===== src/rtl/projectile_pkg.sv =====
// Shared definitions for the projectile pool.
//   TRANSPARENT_ENCODING : RGB value meaning "nothing drawn here"
//   COORD_W              : width of signed screen coordinates
//   slot_t               : per-slot state (active flag, top-left x/y)
//   slot_idx_w()         : width of a slot index, never less than 1
package projectile_pkg;

    localparam logic [7:0]  TRANSPARENT_ENCODING = 8'hFF;
    localparam int unsigned COORD_W              = 11;

    typedef struct packed {
        logic                      active;
        logic signed [COORD_W-1:0] x;
        logic signed [COORD_W-1:0] y;
    } slot_t;

    function automatic int unsigned slot_idx_w(input int unsigned n);
        return (n > 1) ? $clog2(n) : 1;
    endfunction

endpackage


===== src/rtl/projectile_slot.sv =====
// One projectile slot: holds active/x/y, applies hit/spawn/move with priority
// hit > spawn > move, and reports whether the current pixel lies in its bracket.
// Ports:
//   clk, reset          : clock, synchronous active-high reset
//   i_spawn, i_spawn_x/y: load position and activate (only issued when inactive)
//   i_hit               : deactivate if active
//   i_move              : frame tick, step Y by SPEED_Y and kill off-screen
//   i_pixel_x/y         : current pixel
//   o_active            : slot active flag
//   o_inside            : pixel inside [x,x+W) x [y,y+H) of an active slot
//   o_offset_x/y        : pixel minus slot origin
module projectile_slot
    import projectile_pkg::*;
#(
    parameter int OBJECT_WIDTH_X  = 4,
    parameter int OBJECT_HEIGHT_Y = 16,
    parameter int SPEED_Y         = -8,
    parameter int SCREEN_TOP      = 0,
    parameter int SCREEN_BOTTOM   = 479
) (
    input  logic                      clk,
    input  logic                      reset,
    input  logic                      i_spawn,
    input  logic signed [COORD_W-1:0] i_spawn_x,
    input  logic signed [COORD_W-1:0] i_spawn_y,
    input  logic                      i_hit,
    input  logic                      i_move,
    input  logic signed [COORD_W-1:0] i_pixel_x,
    input  logic signed [COORD_W-1:0] i_pixel_y,
    output logic                      o_active,
    output logic                      o_inside,
    output logic signed [COORD_W-1:0] o_offset_x,
    output logic signed [COORD_W-1:0] o_offset_y
);

    localparam logic signed [11:0] SPEED_12  = 12'(SPEED_Y);
    localparam logic signed [12:0] WIDTH_13  = 13'(OBJECT_WIDTH_X);
    localparam logic signed [12:0] HEIGHT_13 = 13'(OBJECT_HEIGHT_Y);
    localparam logic signed [12:0] TOP_13    = 13'(SCREEN_TOP);
    localparam logic signed [12:0] BOTTOM_13 = 13'(SCREEN_BOTTOM);

    slot_t                     r_state;
    logic signed [11:0]        w_moved_y;
    logic signed [12:0]        w_moved_y13;
    logic signed [12:0]        w_moved_bot;
    logic signed [COORD_W-1:0] w_clamped_y;
    logic                      w_kill;
    logic signed [12:0]        w_px, w_py, w_x, w_y;

    // Move in 12 bits so the step cannot wrap; kill decision uses the exact
    // moved value, the stored Y is clamped back into 11-bit range.
    always_comb begin
        w_moved_y   = $signed({r_state.y[COORD_W-1], r_state.y}) + SPEED_12;
        w_moved_y13 = $signed({w_moved_y[11], w_moved_y});
        w_moved_bot = w_moved_y13 + HEIGHT_13;
        w_kill      = (w_moved_bot < TOP_13) || (w_moved_y13 > BOTTOM_13);
        if (w_moved_y > 12'sd1023) begin
            w_clamped_y = 11'sh3FF;
        end else if (w_moved_y < -12'sd1024) begin
            w_clamped_y = 11'sh400;
        end else begin
            w_clamped_y = w_moved_y[COORD_W-1:0];
        end
    end

    always_comb begin
        w_px       = $signed({{2{i_pixel_x[COORD_W-1]}}, i_pixel_x});
        w_py       = $signed({{2{i_pixel_y[COORD_W-1]}}, i_pixel_y});
        w_x        = $signed({{2{r_state.x[COORD_W-1]}}, r_state.x});
        w_y        = $signed({{2{r_state.y[COORD_W-1]}}, r_state.y});
        o_inside   = r_state.active &&
                     (w_px >= w_x) && (w_px < w_x + WIDTH_13) &&
                     (w_py >= w_y) && (w_py < w_y + HEIGHT_13);
        o_offset_x = i_pixel_x - r_state.x;
        o_offset_y = i_pixel_y - r_state.y;
        o_active   = r_state.active;
    end

    always_ff @(posedge clk) begin
        if (reset) begin
            r_state <= '0;
        end else if (i_hit && r_state.active) begin
            r_state.active <= 1'b0;
        end else if (i_spawn) begin
            r_state <= '{active: 1'b1, x: i_spawn_x, y: i_spawn_y};
        end else if (i_move && r_state.active) begin
            r_state.active <= !w_kill;
            r_state.y      <= w_clamped_y;
        end
    end

endmodule


===== src/rtl/projectile_pool.sv =====
// Pool of NUM_SLOTS vertically moving projectiles with fire cooldown, hit
// kills and a registered per-pixel draw result (lowest active slot wins).
// Optional macro PROJECTILE_POOL_COLOR_BY_SLOT_EN: tint the drawn colour by
// XORing the low three bits of the drawn slot index into OBJECT_COLOR.
// Ports:
//   clk, reset             : clock, synchronous active-high reset
//   pixelX, pixelY         : current VGA pixel (signed)
//   startOfFrame           : one-cycle frame tick (moves slots, ticks cooldown)
//   fire, fire_x, fire_y   : spawn request and top-left position
//   fire_ready             : a spawn would be accepted this cycle
//   hit, hit_slot          : kill request for one slot
//   active_mask            : per-slot active flags
//   drawingRequest, RGBout, offsetX, offsetY, drawn_slot : registered pixel result
module projectile_pool
    import projectile_pkg::*;
#(
    parameter int         NUM_SLOTS       = 4,
    parameter int         OBJECT_WIDTH_X  = 4,
    parameter int         OBJECT_HEIGHT_Y = 16,
    parameter logic [7:0] OBJECT_COLOR    = 8'h5b,
    parameter int         SPEED_Y         = -8,
    parameter int         SCREEN_TOP      = 0,
    parameter int         SCREEN_BOTTOM   = 479,
    parameter int         COOLDOWN_FRAMES = 10,
    localparam int        IDX_W           = slot_idx_w(NUM_SLOTS)
) (
    input  logic                      clk,
    input  logic                      reset,
    input  logic signed [COORD_W-1:0] pixelX,
    input  logic signed [COORD_W-1:0] pixelY,
    input  logic                      startOfFrame,
    input  logic                      fire,
    input  logic signed [COORD_W-1:0] fire_x,
    input  logic signed [COORD_W-1:0] fire_y,
    output logic                      fire_ready,
    input  logic                      hit,
    input  logic [IDX_W-1:0]          hit_slot,
    output logic [NUM_SLOTS-1:0]      active_mask,
    output logic                      drawingRequest,
    output logic [7:0]                RGBout,
    output logic signed [COORD_W-1:0] offsetX,
    output logic signed [COORD_W-1:0] offsetY,
    output logic [IDX_W-1:0]          drawn_slot
);

    localparam int             CD_W    = (COOLDOWN_FRAMES > 0) ? $clog2(COOLDOWN_FRAMES + 1) : 1;
    localparam logic [CD_W-1:0] CD_LOAD = CD_W'(COOLDOWN_FRAMES);

    logic [NUM_SLOTS-1:0]      w_active, w_inside, w_spawn, w_hit;
    logic signed [COORD_W-1:0] w_off_x [NUM_SLOTS];
    logic signed [COORD_W-1:0] w_off_y [NUM_SLOTS];
    logic                      w_any_free, w_accept, w_sel_valid;
    logic [IDX_W-1:0]          w_alloc_idx, w_sel_idx;
    logic signed [COORD_W-1:0] w_sel_off_x, w_sel_off_y;
    logic [7:0]                w_color;
    logic [CD_W-1:0]           r_cooldown;
    logic                      r_draw;
    logic [7:0]                r_rgb;
    logic signed [COORD_W-1:0] r_off_x, r_off_y;
    logic [IDX_W-1:0]          r_slot;

    // Allocation looks at pre-edge flags, so a slot hit this cycle stays busy.
    always_comb begin
        w_any_free  = 1'b0;
        w_alloc_idx = '0;
        for (int i = NUM_SLOTS - 1; i >= 0; i--) begin
            if (!w_active[i]) begin
                w_any_free  = 1'b1;
                w_alloc_idx = IDX_W'(i);
            end
        end
    end

    assign fire_ready  = w_any_free && (r_cooldown == '0);
    assign w_accept    = fire && fire_ready;
    assign active_mask = w_active;

    always_comb begin
        for (int i = 0; i < NUM_SLOTS; i++) begin
            w_spawn[i] = w_accept && (w_alloc_idx == IDX_W'(i));
            w_hit[i]   = hit && (hit_slot == IDX_W'(i));
        end
    end

    for (genvar g = 0; g < NUM_SLOTS; g++) begin : g_slot
        projectile_slot #(
            .OBJECT_WIDTH_X (OBJECT_WIDTH_X),
            .OBJECT_HEIGHT_Y(OBJECT_HEIGHT_Y),
            .SPEED_Y        (SPEED_Y),
            .SCREEN_TOP     (SCREEN_TOP),
            .SCREEN_BOTTOM  (SCREEN_BOTTOM)
        ) u_slot (
            .clk       (clk),
            .reset     (reset),
            .i_spawn   (w_spawn[g]),
            .i_spawn_x (fire_x),
            .i_spawn_y (fire_y),
            .i_hit     (w_hit[g]),
            .i_move    (startOfFrame),
            .i_pixel_x (pixelX),
            .i_pixel_y (pixelY),
            .o_active  (w_active[g]),
            .o_inside  (w_inside[g]),
            .o_offset_x(w_off_x[g]),
            .o_offset_y(w_off_y[g])
        );
    end

    always_ff @(posedge clk) begin
        if (reset) begin
            r_cooldown <= '0;
        end else if (w_accept) begin
            r_cooldown <= CD_LOAD;
        end else if (startOfFrame && (r_cooldown != '0)) begin
            r_cooldown <= r_cooldown - CD_W'(1);
        end
    end

    // Lowest-index containing slot wins the pixel.
    always_comb begin
        w_sel_valid = 1'b0;
        w_sel_idx   = '0;
        w_sel_off_x = '0;
        w_sel_off_y = '0;
        for (int i = NUM_SLOTS - 1; i >= 0; i--) begin
            if (w_inside[i]) begin
                w_sel_valid = 1'b1;
                w_sel_idx   = IDX_W'(i);
                w_sel_off_x = w_off_x[i];
                w_sel_off_y = w_off_y[i];
            end
        end
    end

`ifdef PROJECTILE_POOL_COLOR_BY_SLOT_EN
    logic [2:0] w_sel_idx3;
    always_comb begin
        w_sel_idx3            = '0;
        w_sel_idx3[IDX_W-1:0] = w_sel_idx;
    end
    assign w_color = OBJECT_COLOR ^ {5'b0, w_sel_idx3};
`else
    assign w_color = OBJECT_COLOR;
`endif

    always_ff @(posedge clk) begin
        if (reset || !w_sel_valid) begin
            r_draw  <= 1'b0;
            r_rgb   <= TRANSPARENT_ENCODING;
            r_off_x <= '0;
            r_off_y <= '0;
            r_slot  <= '0;
        end else begin
            r_draw  <= 1'b1;
            r_rgb   <= w_color;
            r_off_x <= w_sel_off_x;
            r_off_y <= w_sel_off_y;
            r_slot  <= w_sel_idx;
        end
    end

    assign drawingRequest = r_draw;
    assign RGBout         = r_rgb;
    assign offsetX        = r_off_x;
    assign offsetY        = r_off_y;
    assign drawn_slot     = r_slot;

endmodule


===== config.mk =====
export PLATFORM = sky130hd
export DESIGN_NAME = projectile_pool
export DESIGN_NICKNAME = d
export VERILOG_FILES = /design/src/rtl/projectile_pkg.sv /design/src/rtl/projectile_slot.sv /design/src/rtl/projectile_pool.sv
export SDC_FILE = /design/constraint.sdc
export NUM_CORES = 1
export LEC_CHECK = 0
export BUFFER_PORTS_ARGS = -buffer_cell sky130_fd_sc_hd__clkbuf_2
export CORE_MARGIN = 3
export CORE_UTILIZATION = 45
export DETAILED_ROUTE_END_ITERATION = 12
export PLACE_DENSITY = 0.7
export SLEW_MARGIN = 40
export SYNTH_ARGS = -nofsm -noshare
export SYNTH_HDL_FRONTEND = slang
export SYNTH_HIERARCHICAL = 1
export SYNTH_SLANG_ARGS = --single-unit

===== constraint.sdc =====
create_clock -name clk -period 4.19 [get_ports clk]
set_clock_uncertainty 0.1 [all_clocks]
set_input_delay 0.838 -clock clk [delete_from_list [all_inputs] [get_ports clk]]
set_output_delay 0.838 -clock clk [all_outputs]
set_load 0.005 [all_outputs]

== Word-level counts from Yosys, hierarchy flattened ==
Index checks and enable logic that the tools add are counted.

* Memories kept: 0
* ROM bits: 0
* Word-level logic and storage cells: 207
* Latch bits: 0
* Register bits after elaboration: 129
* RAM bits: 0
* Input bits: 51

* $mul: 0
* Eq/ne operators: 6
* Shift operators: 0
* $add $sub $neg: 25
* Reductions and logical operators: 69
* Muxes and demuxes: 51
* Divide/modulo/power cells: 0
* Magnitude comparators: 32
* Bitwise logic cells: 4

{| class="wikitable"
|+ Operators with widths
! cell !! number
|-
| 11-bit two-way mux || 24
|-
| 11-bit by 4-bit adder with 12-bit output, second input constant || 8
|-
| 11-bit by 12-bit < comparator with 1-bit output || 8
|-
| 11-bit >= comparator || 8
|-
| 11-bit subtractor || 8
|-
| 12-bit by 6-bit adder with 13-bit output, second input constant || 4
|-
| 13-bit by 1-bit < comparator with 1-bit output, second input constant || 4
|-
| 11-bit by 6-bit adder with 12-bit output, second input constant || 4
|-
| 12-bit by 10-bit > comparator with 1-bit output, second input constant || 4
|-
| 12-bit by 11-bit > comparator with 1-bit output, second input constant || 4
|-
| 12-bit by 11-bit < comparator with 1-bit output, second input constant || 4
|-
| 1-bit logical AND || 35
|-
| 1-bit two-way mux || 18
|-
| 2-bit AND reduction || 8
|-
| 2-bit two-way mux || 6
|-
| 2-bit OR reduction || 6
|-
| 2-bit nonzero test || 5
|-
| 2-bit equality test, second input constant || 4
|-
| 4-bit two-way mux || 2
|-
| 8-bit two-way mux || 1
|-
| 1-bit logical NOT || 5
|-
| 1-bit logical OR || 5
|-
| 2-bit by 1-bit equality test with 1-bit output, second input constant || 2
|-
| 2-bit logical NOT || 2
|-
| other kinds (5) || 8
|}

== Longest topological paths before layout ==
Gate-level depths: netlist (run 1).

* Word-level depth: 12
* Gate-level depth with buffers: 16

== Modules after synthesis ==
Netlist (run 1), hierarchy kept.

{| class="wikitable"
|+ Modules (own cells, without submodules)
! module !! instances !! area an instance (um^2) !! cells each
|-
| projectile_slot at g_slot[0].u_slot ... || 3 || 2,916.5 || 384
|-
| projectile_slot at g_slot[1].u_slot || 1 || 2,912.8 || 396
|-
| projectile_pool || 1 || 1,901.8 || 232
|}

== Worst setup path after synthesis (run 1) ==
OpenSTA, ideal clock, no wires.

* Path type: input-to-reg
* Start: input port pixelY[1]
* End: register r_off_x[2] (netlist: offsetX[2])
* Data required time: 4,024 ps
* Arrival: 3,563 ps
* Library setup time: 66 ps
* Stages on the path: 11
* Path slack: 461 ps
* Buffers on the path: 2
* Cells stage by stage: ha_1 > nor2b_4 > o31a_1 > or4_4 > a41o_1 > or4_1 > and3_1 > buf_4 > clkbuf_1 > a221o_1 > a21oi_2

* Elaborated cells on any way between the ends: 26
* Those cells by class: 8 x order compare; 8 x mux; 10 x reduce/logical

{| class="wikitable"
|+ RTL lines
! item !! RTL line !! source
|-
| from (decl) || projectile_pool.sv:30 || <nowiki>input logic signed [COORD_W-1:0] pixelY,</nowiki>
|-
| 11-bit >= comparator || projectile_slot.sv:73 || <nowiki>(w_py >= w_y) && (w_py < w_y + HEIGHT_13);</nowiki>
|-
| 1-bit logical AND || projectile_slot.sv:72 || <nowiki>(w_px >= w_x) && (w_px < w_x + WIDTH_13) &&</nowiki>
|-
| 1-bit logical AND (*) || projectile_slot.sv:73 ||
|-
| via w_inside[1] || projectile_pool.sv:49 || <nowiki>logic [NUM_SLOTS-1:0] w_active, w_inside, w_spawn, w_hit;</nowiki>
|-
| 1-bit two-way mux (2 in a row) || projectile_pool.sv:126 || <nowiki>if (w_inside[i]) begin</nowiki>
|-
| 1-bit logical NOT || projectile_pool.sv:147 || <nowiki>if (reset || !w_sel_valid) begin</nowiki>
|-
| 1-bit logical OR || projectile_pool.sv:147 ||
|-
| to (signal assigned) || projectile_pool.sv:156 || <nowiki>r_off_x <= w_sel_off_x;</nowiki>
|-
| to (decl) || projectile_pool.sv:59 || <nowiki>logic signed [COORD_W-1:0] r_off_x, r_off_y;</nowiki>
|}

Mark *: on every way through the listed nets, which the timed path passes. The rest lies on a longest branch.
A chain may end at the register's enable or synchronous reset.

== Worst setup path in the final report (run 1) ==
* Start: register g_slot[1].u_slot/r_state[15] (netlist bit)
* End: register r_off_x[1] (netlist: offsetX[1])

* Cells in the longest elaborated chain, start to end: 9
* Elaborated cells on any way between the ends: 13
* Those cells by class: 1 x add/sub; 2 x order compare; 4 x mux; 6 x reduce/logical

{| class="wikitable"
|+ RTL lines
! item !! RTL line !! source
|-
| from (decl) || projectile_slot.sv:42 || <nowiki>slot_t r_state;</nowiki>
|-
| from (signal assigned) || projectile_slot.sv:85 || <nowiki>r_state <= '{active: 1'b1, x: i_spawn_x, y: i_spawn_y};</nowiki>
|-
| 11-bit by 4-bit adder with 12-bit output / 11-bit >= comparator (equally long branches) || projectile_slot.sv:72 ||
|-
| 11-bit by 12-bit < comparator with 1-bit output / 1-bit logical AND (equally long branches) || projectile_slot.sv:72, projectile_slot.sv:71 ||
|-
| 1-bit logical AND (*) (2 in a row) || projectile_slot.sv:72 ||
|-
| 1-bit logical AND (*) || projectile_slot.sv:73 ||
|-
| via w_inside[1] || projectile_pool.sv:49 ||
|-
| 1-bit two-way mux (2 in a row) || projectile_pool.sv:126 ||
|-
| 1-bit logical NOT || projectile_pool.sv:147 ||
|-
| 1-bit logical OR || projectile_pool.sv:147 ||
|}

Marked as above.

==> results.yml, run 1 <==
placed_design:
  globalplace.congestion: 0.9957
  io_buffers: 83
  dpl_cell_area_um2: 14470
  dp.final_hpwl_um: 35310
  place_ws_ns: 0.2087
  placed_cells_incl_taps: 2227
sta:
  relSlewSlack: 0.4827
  finalSetupViolCount: 0
  finalMaxSlewViolations: 0
  layout_setup_ws_ns: 0.2769
  tightest_slew_ns: 0.7688
  fin_setup_tns_ns: 0
  fin_crit_sh: 0.9339
  fmax_mhz: 255.6
  fin_hold_ws_ns: 0.3588
  rsz0062_at_grt: "no"
  post-route-min-period_ns: 3.913
  finalHoldViolations: 0
clocking:
  clockBufferDepth: 2
  clock_sinks: 122
  cts_root_buf: "clkbuf_16"
  ctsResizeCount: 0
  htreeDepth: 4
  cts_inserted_buffers: 17
  cts_hold_buf: 0
  post_cts_buffers: 0
  cts.clk_slew.worst_paths_ns: 0.06
  clock_latency_ns: 0.44
  cts_tree: "yes"
power:
  power_density_nw_per_um2: 411.8
  leakage_nw: 5.921
  p_comb_frac: 0.515
  pwr-share-seq: 0.239
  power_switching_mw: 2.724
  p_clk_frac: 0.246
  vdd_drop_max_v: 0.0002737
  p_sw_frac: 0.4389
  power_mw: 6.207
  intPower_mw: 3.483
floorplanning:
  rows: 62
  initial_utilization: 0.4650
  die_h_um: 179.6
  io_pins: 89
  die_w_um: 179.6
  design.core.area_um2: 29170
  dieArea_um2: 32260
finish:
  finalNonFillerCells: 2261
  drive_gt1_frac: 0.1248
  final_core_util: 0.5168
  area_growth_pct: 11.13
  multi_input_area_um2: 10160
  seq_area_um2: 2442
  final.fill_count: 2888
  final_nets: 2102
  final_common_cell: "ha_1"
  final_cell_mix: "181 x ha_1, 180 x inv_1, 178 x nand2_1"
  stdcell_area_um2: 15070
setup_path:
  crit_chain: "inv_1, nor3_1, and3_1, xnor2_1, ha_1, a211oi_1, nand2_1, a31oi_1, o21ai_0, a311oi_1, and3_1, buf_12, a21oi_1, a221o_1, a21oi_2"
  max_stage_delay_ns: 0.47
  critPathCaptureType: "register"
  r2r_end: "offsetX[1]"
  crit_arrival_ns: 4.18
  worstReg2RegStart: "g_slot[1].u_slot/r_state[15]"
  cp_common_cell: "and3_1"
  required_ns: 4.46
  worstSetupStartpointType: "register"
  critPathKind: "register to register"
  critical_path.slowest_cell: "a311oi_1"
  worst-r2r-cell-count: 15
  worst-path-buf-inv: 2
  cp_top_family: "compound AO/OA/AOI/OAI gates"
  cp_max_fo: 31
  rrSetupSlack_ns: 0.28
grt:
  grt_busiest_layer: "met1"
  grt_max_degree: 53
  use_met2: 0.3796
  grt-ovfl-total: 0
  grt_pass1_vias: 12397
  antenna_found_initial: 2
  grt_use_total: 0.2618
  grt_pass1_wl_um: 68520
  grtUsageMet1: 0.3952
  grt_util_met3: 0.04669
min_path:
  hold_path.class: "register to register"
  min_from: "g_slot[1].u_slot/r_state[17]"
  hold_end: "g_slot[1].u_slot/r_state[17]"
  whs_path_depth: 2
logic_synthesis:
  ys_ff_latch: 122
  synth_enable_flop_cells: 0
  syn_inst: 1780
  yosysSeqAreaShare: 0.1801
  ys.flop_type: "dfxtp_1"
  ys_types: 78
  async_flop_share: 0
  syn-cell-area_um2: 13560
  synth.avg_cell_area_um2: 7.620
  yosys_warnings: 6
detailed_routing:
  routed_wl_um: 43810
  drc: 0
  routed_via_density: 5.966
  drtIter0Drc: 1581
  ant_nets: 0
  wl_per_cell_um: 19.38
  dr.pass1.iters: 6
  routed-via-count: 13489
status:
  status: "complete, no violations"
run:
  drv_cap: 0
state kept, by name, summed over array words and instances, names as in the netlist:
signal and cells:
r_cooldown 4, offsetY 11, offsetX 11, RGBout 1
g_slot.u_slot/o_active 4, drawn_slot 2, g_slot.u_slot/r_state 88, drawingRequest 1
area by class of cell:
class                   count  area share
diodes                      2   0.0003320
clock buffers              19     0.02872
clock inverters            13     0.01062
inverters                 184     0.04582
multi-input cells        1421      0.6741
flip-flops and latches    122      0.1620
well taps                 384     0.03187
repair buffers            116     0.04648
how the worst max path moves through the flow:
stage / slack (ns) / start / depth (start not counted) / to
floorplan: 0.46 / pixelY[1] / 11 / offsetX[2]
global placement: 0.28 / pixelY[2] / 11 / offsetX[9]
detailed placement: 0.21 / pixelY[2] / 12 / offsetX[10]
CTS: 0.32 / g_slot[1].u_slot/r_state[15] / 15 / offsetX[1]
global route: 0.007 / g_slot[1].u_slot/r_state[15] / 15 / offsetX[10]
finish: 0.28 / g_slot[1].u_slot/r_state[15] / 15 / offsetX[1]
metal layers:
metal  wire (um)  vias to the layer above
met4         929                        0
met3        3350                       68
li1            -                     6566
met1       21290                     6335
met5           0                        -
met2       18240                      520
synthesized netlist by cell type (20+ instances only):
cell type	instances	area share
a21o_1	34	0.019
a21oi_1	172	0.063
a221o_1	22	0.016
a31oi_1	27	0.012
clkbuf_1	26	0.0072
dfxtp_1	122	0.18
ha_1	181	0.17
inv_1	180	0.050
nand2_1	178	0.049
nand2b_1	25	0.012
nand3_1	70	0.026
nand3b_1	25	0.014
nor2_1	65	0.018
nor2b_1	33	0.015
nor3_1	58	0.021
nor4_1	24	0.011
o21a_1	20	0.011
o21ai_0	97	0.036
xnor2_1	106	0.068
power by group through the flow:
stage	logic (mW)	registers, mW	clock network, mW
final	3.20	1.48	1.53
after global routing	3.53	1.50	1.60
after CTS	3.13	1.47	1.54
after detailed placement	3.11	1.50	0
after global placement	3.05	1.49	0
after floorplan	2.39	1.42	0
worst reg2reg max path, stage by stage (launching register included):
cell      delay (ns)
dfxtp_1         0.40
inv_1           0.13
nor3_1          0.24
and3_1          0.22
xnor2_1         0.13
ha_1            0.26
a211oi_1        0.31
nand2_1         0.09
a31oi_1         0.18
o21ai_0         0.15
a311oi_1        0.47
and3_1          0.40
buf_12          0.22
a21oi_1         0.08
a221o_1         0.35
a21oi_2         0.11
cells by family after synthesis:
group                    synth area share
XOR/XNOR                          0.07684
other                           0.0002765
AO/OA/AOI/OAI                      0.2660
multiplexers                      0.01227
flip-flops                         0.1801
buffers and inverters             0.07416
AND/OR/NAND/NOR                    0.2116
adder cells (fa/ha/maj)            0.1788
Note: power is estimated with default switching activity, not from simulation.
==> run 2: changes to the inputs <==
--- a/config.mk
+++ b/config.mk
@@ -7,9 +7,9 @@
 export LEC_CHECK = 0
 export BUFFER_PORTS_ARGS = -buffer_cell sky130_fd_sc_hd__clkbuf_2
 export CORE_MARGIN = 3
-export CORE_UTILIZATION = 45
+export CORE_UTILIZATION = 30
 export DETAILED_ROUTE_END_ITERATION = 12
-export PLACE_DENSITY = 0.7
+export PLACE_DENSITY = 0.53
 export SLEW_MARGIN = 40
 export SYNTH_ARGS = -nofsm -noshare
 export SYNTH_HDL_FRONTEND = slang
==> results.yml, run 2 (synthesized netlist as in run 1, its figures left out) <==
status:
  status: "complete, no violations"
finish:
  regMostFlops: "g_slot.u_slot/r_state"
  final_nets: 2096
  num_antenna_cells: 0
  final_common_cell: "ha_1"
  largest_reg_flops: 88
  area_growth_pct: 12.74
  stdcell_area_um2: 15290
  finalNonFillerCells: 2461
  final_cell_mix: "181 x ha_1, 180 x inv_1, 178 x nand2_1"
  drive_gt1_frac: 0.1247
  final_core_util: 0.3443
grt:
  grt_pass1_wl_um: 71310
  grt_pass1_vias: 12321
  grt_max_degree: 59
  antenna_found_initial: 0
  grt-ovfl-total: 0
  grt_use_total: 0.1922
clocking:
  clock_latency_ns: 0.45
  cts_inserted_buffers: 17
  ctsResizeCount: 0
  cts_hold_buf: 0
  cts.clk_slew.worst_paths_ns: 0.06
  htreeDepth: 4
  clock_sinks: 122
  clockBufferDepth: 2
  post_cts_buffers: 0
  cts_root_buf: "clkbuf_16"
  cts_tree: "yes"
detailed_routing:
  routed_via_density: 5.425
  routed-via-count: 13352
  dr.pass1.iters: 5
  ant_nets: 0
  drc: 0
  wl_per_cell_um: 18.85
  drtIter0Drc: 1021
  routed_wl_um: 46380
setup_path:
  cp_max_fo: 46
  worstSetupStartpointType: "register"
  crit_arrival_ns: 4.08
  worst-path-buf-inv: 3
  critPathCaptureType: "register"
  crit_chain: "inv_1, nor3_2, nand3_1, xnor2_1, ha_1, o2111ai_1, a21oi_1, o311ai_0, o2111ai_1, nor4_2, buf_12, nor2_1, a21o_1, buf_12, a21oi_1"
  critical_path.slowest_cell: "dfxtp_1"
  cp_top_family: "compound AO/OA/AOI/OAI gates"
  required_ns: 4.46
  max_stage_delay_ns: 0.54
  critPathKind: "register to register"
sta:
  finalMaxSlewViolations: 0
  fmax_mhz: 262.2
  fin_hold_ws_ns: 0.3571
  finalSetupViolCount: 0
  fin_setup_tns_ns: 0
  rsz0062_at_grt: "no"
  layout_setup_ws_ns: 0.3759
  finalHoldViolations: 0
  tightest_slew_ns: 0.7305
  fin_crit_sh: 0.9103
  relSlewSlack: 0.5112
  post-route-min-period_ns: 3.814
placed_design:
  dpl_cell_area_um2: 14700
  placed_cells_incl_taps: 2429
  globalplace.congestion: 0.9132
  dp.final_hpwl_um: 36990
  io_buffers: 83
  place_ws_ns: 0.1825
power:
  leakage_nw: 5.887
  power_switching_mw: 2.758
  power_density_nw_per_um2: 408.1
  p_clk_frac: 0.243
  vdd_drop_max_v: 0.0002654
  p_comb_frac: 0.519
  intPower_mw: 3.483
  power_mw: 6.241
  pwr-share-seq: 0.238
  p_sw_frac: 0.4419
floorplanning:
  die_h_um: 218.6
  rows: 77
  dieArea_um2: 47800
  initial_utilization: 0.3054
  io_pins: 89
  die_w_um: 218.6
  design.core.area_um2: 44410
run:
  drv_cap: 0
min_path:
  hold_path.class: "register to register"
-- run 2: power groups by stage --
stage,Clock (mW),Sequential (mW),Combinational [mW]
5_1_grt,1.61,1.51,3.59
3_5_place_dp,0,1.51,3.18
4_1_cts,1.56,1.48,3.20
6_report,1.52,1.49,3.24
2_1_floorplan,0,1.42,2.39
3_3_place_gp,0,1.50,3.16
-- run 2: path summary, 6_finish.rpt --
check / startpoint / to / slack (ns) / depth (start not counted)
worst max-delay path: g_slot[2].u_slot/r_state[7] / offsetX[5] / 0.38 / 15
worst min-delay path: g_slot[1].u_slot/r_state[20] / g_slot[1].u_slot/r_state[20] / 0.36 / 2
worst min register to register: g_slot[1].u_slot/r_state[20] / g_slot[1].u_slot/r_state[20] / 0.36 / 2
worst max register to register: g_slot[2].u_slot/r_state[7] / offsetX[5] / 0.38 / 15
-- run 2: routing by layer --
metal,GRT usage,up-vias,routed length (um),share of wire
met1,0.2800,6354,23140,0.50
met3,0.02670,55,2217,0.048
met5,0,-,0,0
li1,-,6561,-,-
met4,0.05523,0,987,0.021
met2,0.2935,382,20040,0.43
-- run 2: worst min-delay path: stages (launching register included) --
cell,delay [ns]
dfxtp_1,0.31
nand2_1,0.05
a21oi_1,0.05
-- run 2: layout make-up --
cell class | count | area, um^2
multi-input cells | 1421 | 10160
well taps | 592 | 740.7
repair buffers | 110 | 670.6
inverters | 184 | 690.7
flip-flops and latches | 122 | 2444
clock buffers | 17 | 425.4
clock inverters | 15 | 161.4
fillers | 4643 | 29120
==> run 3: changes to the inputs <==
--- a/config.mk
+++ b/config.mk
@@ -5,6 +5,7 @@
 export SDC_FILE = /design/constraint.sdc
 export NUM_CORES = 1
 export LEC_CHECK = 0
+export ABC_AREA = 1
 export BUFFER_PORTS_ARGS = -buffer_cell sky130_fd_sc_hd__clkbuf_2
 export CORE_MARGIN = 3
 export CORE_UTILIZATION = 30
==> results.yml, run 3 <==
detailed_routing:
  drtIter0Drc: 908
  dr.pass1.iters: 5
  wl_met3_um: 1682
  routed-via-count: 13225
  routed.top_layer: "met4"
  drc: 0
  ant_nets: 0
  dr_wl_met2_um: 20670
  wl_per_cell_um: 17.12
  wl_met1_um: 21650
  routed_wl_um: 45310
  routed_via_density: 4.998
logic_synthesis:
  yosysSeqAreaShare: 0.1824
  synth_common_cells: "419 x nand2_1, 207 x inv_1, 181 x a21oi_1, 181 x ha_1, 157 x nor2_1"
  ys_types: 49
  synth_largest_area_cell: "dfxtp_1"
  ys.flop_type: "dfxtp_1"
  yosys_warnings: 6
  synth.avg_cell_area_um2: 6.767
  synth_area_leaders: "dfxtp_1 18%, ha_1 17%, nand2_1 12%"
  yosysMostFrequentCell: "nand2_1"
  ys_ff_latch: 122
  syn_inst: 1979
  async_flop_share: 0
  synth.top_cell.area_share: 0.1824
  synth_enable_flop_cells: 0
  syn-cell-area_um2: 13390
placed_design:
  io_buffers: 83
  globalplace.congestion: 0.8874
  dp.final_hpwl_um: 35820
  place_ws_ns: 0.3301
sta:
  fin_crit_sh: 0.9029
  rsz0062_at_grt: "no"
  fmax_mhz: 264.3
  tightest_slew_ns: 0.9087
  finalHoldViolations: 0
  finalMaxSlewViolations: 0
  fin_setup_tns_ns: 0
  relSlewSlack: 0.3895
  layout_setup_ws_ns: 0.4068
  finalSetupViolCount: 0
  post-route-min-period_ns: 3.783
grt:
  grt_pass1_wl_um: 70780
  antenna_found_initial: 4
  grt_max_degree: 27
  grt_use_total: 0.1920
  grt_pass1_vias: 12721
  grt-ovfl-total: 0
clocking:
  post_cts_buffers: 0
  clock_sinks: 122
  cts_root_buf: "clkbuf_16"
  clock_latency_ns: 0.45
  cts_tree: "yes"
  cts_inserted_buffers: 17
  clockBufferDepth: 2
  ctsResizeCount: 0
  htreeDepth: 4
  cts.clk_slew.worst_paths_ns: 0.06
  cts_hold_buf: 0
finish:
  regMostFlops: "g_slot.u_slot/r_state"
  largest_reg_flops: 88
  drive_gt1_frac: 0.1111
  final_nets: 2288
  final_cell_mix: "419 x nand2_1, 207 x inv_1, 181 x a21oi_1, 181 x ha_1, 156 x nor2_1"
  num_antenna_cells: 0
  area_growth_pct: 11.17
  final_common_cell: "nand2_1"
power:
  power_density_nw_per_um2: 476.9
  power_mw: 7.100
  vdd_drop_max_v: 0.0003192
  leakage_nw: 6.522
run:
  drv_cap: 0
floorplanning:
  die_w_um: 217.3
  initial_utilization: 0.3075
  dieArea_um2: 47210
  die_h_um: 217.3
  rows: 76
  design.core.area_um2: 43550
  io_pins: 89
setup_path:
  required_ns: 4.39
  critPathKind: "register to register"
  critPathCaptureType: "register"
  crit_arrival_ns: 3.99
  cp_max_fo: 11
  worstSetupStartpointType: "register"
min_path:
  hold_path.class: "register to register"
status:
  status: "complete, no violations"
-- run 3: critical path: stages, from the launching register on --
cell and delay (ns):
dfxtp_1 0.37, inv_1 0.10, nor3_1 0.36, nand3_1 0.19
nor2_1 0.13, nand2_1 0.08, xor2_1 0.14, ha_1 0.29
nand4_1 0.12, nor3_1 0.16, o21ai_0 0.15, nand4_1 0.10
nand2_1 0.07, nand3b_1 0.10, nor2_1 0.07, or2_1 0.32
buf_4 0.21, nor3b_1 0.45, nor3_1 0.12
-- run 3: stage by stage --
step	instance area, um^2	hold slack (ns)	cells	utilization
floorplan	13410	0.3396	1983	-
global placement	14340	0.3536	2614	0.3293
global route	14890	0.3924	2646	0.3418
detailed placement	14340	0.3581	2614	0.3293
CTS	14890	0.3664	2646	0.3418
finish	14890	0.3716	2646	0.3418
-- run 3: metal layers --
metal | global-route usage | vias up
met1 | 0.2607 | 6120
li1 | - | 6768
met2 | 0.3136 | 268
met4 | 0.06501 | 0
met5 | 0 | -
met3 | 0.02611 | 69
-- run 3: final timing paths --
| kind | start | depth (start not counted) | endpoint | slack (ns) |
|---|---|---|---|---|
| max | g_slot[0].u_slot/r_state[13] | 18 | offsetY[5] | 0.41 |
| min | g_slot[3].u_slot/r_state[0] | 2 | g_slot[3].u_slot/r_state[0] | 0.37 |
| max reg2reg | g_slot[0].u_slot/r_state[13] | 18 | offsetY[5] | 0.41 |
| min reg2reg | g_slot[3].u_slot/r_state[0] | 2 | g_slot[3].u_slot/r_state[0] | 0.37 |
-- run 3: cells by family (layout without fill, tap and decap cells) --
family,after synthesis,in the layout,share of synthesized area
other,1,5,0.0002800
adders and majority gates,189,189,0.1811
buffers and inverters,284,362,0.09325
xor gates and xnor gates,120,120,0.07848
AOI/OAI and AO/OA,414,414,0.1773
and+or+nand+nor,849,849,0.2872
DFF,122,122,0.1824
-- run 3: area by class of cell --
type / instances / area [um^2]
Sequential cell: 122 / 2442
Multi-Input combinational cell: 1577 / 9723
Clock buffer: 19 / 452.9
Inverter: 225 / 862.1
Fill cell: 4846 / 28660
Tap cell: 585 / 732.0
Clock inverter: 13 / 95.09
Timing Repair Buffer: 105 / 580.6
-- run 3: power breakdown --
group	total, mW	internal, mW	switching [mW]
combinational	4.18	1.49	2.69
clock	1.42	0.788	0.633
sequential	1.50	1.33	0.174
total	7.10	3.61	3.49
